**config.mk**
```make
export PLATFORM = sky130hd
export DESIGN_NAME = cop0_unit
export DESIGN_NICKNAME = d
export VERILOG_FILES = /design/src/rtl/cop0_pkg.sv /design/src/rtl/cop0_timer.sv /design/src/rtl/cop0_unit.sv
export SDC_FILE = /design/constraint.sdc
export NUM_CORES = 1
export LEC_CHECK = 0
export ABC_AREA = 0
export BUFFER_PORTS_ARGS = -buffer_cell sky130_fd_sc_hd__buf_2
export CORE_ASPECT_RATIO = 1.2
export CORE_MARGIN = 4
export CORE_UTILIZATION = 44
export DETAILED_ROUTE_END_ITERATION = 12
export PLACE_DENSITY_LB_ADDON = 0.05
export SETUP_SLACK_MARGIN = 0.2
export SYNTH_ARGS = -nofsm -noshare
export SYNTH_HDL_FRONTEND = slang
export SYNTH_SLANG_ARGS = --single-unit
```
**constraint.sdc**
```tcl
create_clock -name clk -period 2.2 [get_ports clk]
set_clock_uncertainty 0.1 [all_clocks]
set_input_delay 0.44 -clock clk [delete_from_list [all_inputs] [get_ports clk]]
set_output_delay 0.44 -clock clk [all_outputs]
set_load 0.005 [all_outputs]
```
**src/rtl/cop0_pkg.sv**
```systemverilog
// Shared COP0 register numbers and Status/Cause field positions.
package cop0_pkg;

  typedef logic [4:0] cop0Reg_t;

  localparam cop0Reg_t COP0_COUNT   = 5'd9;
  localparam cop0Reg_t COP0_COMPARE = 5'd11;
  localparam cop0Reg_t COP0_STATUS  = 5'd12;
  localparam cop0Reg_t COP0_CAUSE   = 5'd13;
  localparam cop0Reg_t COP0_EPC     = 5'd14;

  localparam int IE    = 0;
  localparam int IM_LO = 8;
  localparam int IM_HI = 15;
  localparam int IP_LO = 8;
  localparam int IP_HI = 15;

  // Index of the timer-pending bit within the 8-bit IP field.
  localparam int IP_TIMER = 7;

endpackage

```
**src/rtl/cop0_timer.sv**
```systemverilog
// COP0 Count/Compare timer: prescaler, free-running Count and pending flag.
module cop0_timer #(
  parameter int COUNT_DIV = 1
) (
  input  logic        clk,
  input  logic        rst,
  input  logic        countWE,
  input  logic        compareWE,
  input  logic [31:0] wrData,
  output logic [31:0] count,
  output logic [31:0] compare,
  output logic        timerPending
);

  localparam int PW = (COUNT_DIV > 1) ? $clog2(COUNT_DIV) : 1;
  localparam logic [PW-1:0] PRESC_LAST = PW'(COUNT_DIV - 1);

  logic [PW-1:0] presc;
  logic          tick;
  logic [31:0]   countNext;

  assign tick      = (presc == PRESC_LAST);
  assign countNext = count + 32'd1;

  // Prescaler free-runs from reset; MTC0 Count does not realign it.
  always_ff @(posedge clk or posedge rst) begin
    if (rst) begin
      presc <= '0;
    end else begin
      presc <= tick ? '0 : presc + 1'b1;
    end
  end

  always_ff @(posedge clk or posedge rst) begin
    if (rst) begin
      count        <= '0;
      compare      <= '0;
      timerPending <= 1'b0;
    end else begin
      if (countWE) begin
        count <= wrData;
      end else if (tick) begin
        count <= countNext;
      end

      if (compareWE) begin
        compare <= wrData;
      end

      // A Compare write always clears; a Count write suppresses the match.
      if (compareWE) begin
        timerPending <= 1'b0;
      end else if (tick && !countWE && (countNext == compare)) begin
        timerPending <= 1'b1;
      end
    end
  end

endmodule

```
**src/rtl/cop0_unit.sv**
```systemverilog
// System coprocessor 0: Status/Cause/EPC plus optional timer (COP0_TIMER_EN).
// Interrupt request is decoded purely from registered state.
module cop0_unit
  import cop0_pkg::*;
#(
  parameter int          COUNT_DIV    = 1,
  parameter logic [31:0] HANDLER_ADDR = 32'h0000_0180
) (
  input  logic        clk,
  input  logic        rst,
  input  logic        copWE,
  input  logic [4:0]  RdE,
  input  logic [31:0] WriteData,
  output logic [31:0] ReadData,
  input  logic [31:0] PC_E,
  input  logic [4:0]  ExtIrq,
  output logic        InterruptRequest,
  input  logic        InterruptHandled,
  input  logic        Eret,
  output logic [31:0] EPC,
  output logic [31:0] HandlerPC
);

  logic        ie;
  logic [7:0]  im;
  logic [1:0]  ipSw;
  logic [4:0]  extReg;
  logic [31:0] epc;
  logic [7:0]  ip;
  logic [31:0] count;
  logic [31:0] compare;
  logic        timerPending;

  logic statusWE, causeWE, epcWE;

  assign statusWE = copWE && (RdE == COP0_STATUS);
  assign causeWE  = copWE && (RdE == COP0_CAUSE);
  assign epcWE    = copWE && (RdE == COP0_EPC);

`ifdef COP0_TIMER_EN
  cop0_timer #(
    .COUNT_DIV (COUNT_DIV)
  ) uTimer (
    .clk          (clk),
    .rst          (rst),
    .countWE      (copWE && (RdE == COP0_COUNT)),
    .compareWE    (copWE && (RdE == COP0_COMPARE)),
    .wrData       (WriteData),
    .count        (count),
    .compare      (compare),
    .timerPending (timerPending)
  );
`else
  assign count        = '0;
  assign compare      = '0;
  assign timerPending = 1'b0;
`endif

  // Later assignments win: MTC0, then Eret, then InterruptHandled.
  always_ff @(posedge clk or posedge rst) begin
    if (rst) begin
      ie     <= 1'b0;
      im     <= '0;
      ipSw   <= '0;
      extReg <= '0;
      epc    <= '0;
    end else begin
      extReg <= ExtIrq;

      if (statusWE) begin
        im <= WriteData[IM_HI:IM_LO];
        ie <= WriteData[IE];
      end
      if (Eret) begin
        ie <= 1'b1;
      end
      if (InterruptHandled) begin
        ie <= 1'b0;
      end

      if (causeWE) begin
        ipSw <= WriteData[IP_LO+1:IP_LO];
      end

      if (epcWE) begin
        epc <= WriteData;
      end
      if (InterruptHandled) begin
        epc <= PC_E;
      end
    end
  end

  assign ip               = {timerPending, extReg, ipSw};
  assign InterruptRequest = ie & |(ip & im);
  assign EPC              = epc;
  assign HandlerPC        = HANDLER_ADDR;

  always_comb begin
    ReadData = '0;
    case (RdE)
      COP0_COUNT:   ReadData = count;
      COP0_COMPARE: ReadData = compare;
      COP0_STATUS: begin
        ReadData[IM_HI:IM_LO] = im;
        ReadData[IE]          = ie;
      end
      COP0_CAUSE:   ReadData[IP_HI:IP_LO] = ip;
      COP0_EPC:     ReadData = epc;
      default:      ReadData = '0;
    endcase
  end

endmodule

```
==> results.md <==
- Final setup TNS: 0 ps
- Starting Density: 45.5%
- GPL Wtd Cong: 0.814
- CP max FO: 12
- FFs w/ async S/R, synth: 100%
- Clock edge transition at the registers on the reported setup and hold paths: 90 ps
- Final count of negative-setup-slack endpoints: 0
- Die H: 97.5 um
- FILL cells: 601
- Register area share after synthesis: 40.9%
- Final worst slack: ~250 ps
- Root buffer cell: clkbuf_8
- Ys Warns: 0
- HP Class: input port to asynchronous set/reset pin
- Fin. max-slew vios: 0
- Row count: 32
- Status: finished, final reports clean
- Placeable Area: approximately 0.0064 sq mm
- Total CTS buffers: 5
- Maxcap violations: 0
- DRT Pass-1 Iters: 4
- Final min period: 1950 ps
- Fraction of layout cells with a size suffix above 1: 42.8%
- Die Area: 0.00805 sq mm
- PortBufs: 143
- Syn-to-layout area delta: 27.0%
- Number of synthesized flops with an enable pin: 0
- GRT overflow: 0
- Total Wirelength: between 8 and 9 mm
- Dpl ws: 229 ps
- Die width: 82.6 um
- Mapped Area: 0.00294 sq mm
- Peak VDD IR: around 280 uV
- Post-synth top flop: dfrtp_1
- Distinct cells, synth: 34
- Number of antenna diodes: 0
- # DRC: 0
- Setup CP Type: input port to output port
- Post-CTS Hold Buffers: 0
- First-pass GRT wire length: ~13 mm
- Largest net degree at the start of global routing: between 40 and 50
- Total track usage: 20.8%
- Lkg Pwr: between 1.5 and 2 nW
- CTS Sinks: 48
- CTS H-tree depth: 2
- CTS max path bufs: 2
- Synthesized area per cell: 9.59 sq um
- Post-detail-place hpwl: 6.27 mm
- Clock latency on the worst-skew pair: 290 ps
- Worst Path Required: 1660 ps
- RSZ-0062 raised after global routing: false
- FMAX: 513 MHz
- CTS tree: built
- I/O pins: 176
- Critical Path AT: approximately 1400 ps
- Via density: 5.29
- Pwr Density: 563 mW/mm^2
- Synthesized instance count: 306
- First DRT Iteration DRCs: roughly 120
- Layout Nets: between 500 and 600
- Fin util: 57.8%
- Tcrit/Tclk final: 88.6%
- Commonest non-fill, non-tap cell in the layout: buf_2
- Initial antenna violation count: 0
- Vias in the first global route: 2652
- Flops & latches, synth: between 40 and 50
- Routed len/inst: 16.5 um
- Startpoint types: input port
- Final hold vios: 0
- Most frequent cells in the layout: buf_2 (142), dfrtp_1 (48), a31oi_1 (34)
- Final antenna-violating net count: 0
- Via Count: about 2800
- Kind of capture point of the worst setup path: output port
[registers in the layout, indices dropped and copies added, names as in the netlist]
register  count
EPC          32
im            8
extReg        5
ipSw          2
ie            1
[per-layer routing]
layer	vias to the layer above	share of wire, %	global-route usage, %
li1	1320	-	-
met1	1332	39	26.8
met2	123	51	35.2
met3	14	7.7	3.34
met4	0	2.0	6.04
met5	-	0	0
[worst paths after layout]
path                            from           to  slack [ps]  cells past startpoint
max                           RdE[0]  ReadData[3]         250                      5
min                              rst      EPC[28]          70                      3
max reg2reg                       ie           ie        1240                      3
min reg2reg                    im[7]        im[7]         420                      1
max in group asynchronous        rst       EPC[0]        1710                      3
min in group clk           ExtIrq[2]    extReg[2]         150                      1
[cell type report]
type                       count  area, sq um  area share (%)
inverter                       3         11.3           0.302
clock buffer                   7         96.3            2.58
multi-input combinational    224         1420            38.1
sequential                    48         1200            32.2
timing repair buffer         160          892            23.9
tap                           85          106            2.85
[per-stage QoR]
step,std cells,cell area (sq um),total power [W],hold slack (ps)
final,527,3730,0.00210,66.2
after global routing,527,3730,0.00222,103
after CTS,525,3680,0.00211,72.1
after detailed placement,518,3590,0.00155,399
after global placement,518,3590,0.00154,397
after floorplan,336,3050,0.00137,371
[power breakdown]
group          total (W)  switching, W  internal (W)
Clock           0.000563      0.000283      0.000280
Combinational   0.000482      0.000230      0.000252
Sequential       0.00105     0.0000759      0.000979
Total            0.00210      0.000589       0.00151
[what timing repair did]
action	4_1_cts	5_1_grt
setup endpoints to repair	0	21
gates resized for setup	0	4
buffers inserted	0	1
[worst max-delay path, cell delays in order]
cell      delay [ps]
buf_2            170
and4bb_4         390
buf_6            150
and3_1           160
buf_2            110
[synthesized netlist by cell type (all sizes together), types with 2 or more instances]
cell type / count / share of area (%)
mux2i: 9 / 3.1
a2bb2oi: 19 / 5.7
mux2: 10 / 4.9
nand3: 16 / 3.2
nand2: 6 / 0.77
nor2: 20 / 2.6
nor2b: 2 / 0.43
conb: 2 / 0.26
a22oi: 2 / 0.51
inv: 3 / 0.38
dfrtp: 48 / 41
o21ai: 32 / 5.5
a31oi: 34 / 7.2
buf: 48 / 12
or2: 5 / 1.1
clkbuf: 13 / 1.9
a21oi: 5 / 0.85
and3: 24 / 5.3
[logic make-up (layout without fill, tap and decap cells)]
logic type / Yosys count / count (layout) / synth area share [%]
compound gates: 94 / 94 / 20.4
mux: 19 / 19 / 7.93
flops: 48 / 48 / 40.9
other cells: 2 / 32 / 0.256
buf+inv: 64 / 170 / 14.7
simple gates: 79 / 79 / 15.8
Power figures use the tool's default switching activity.
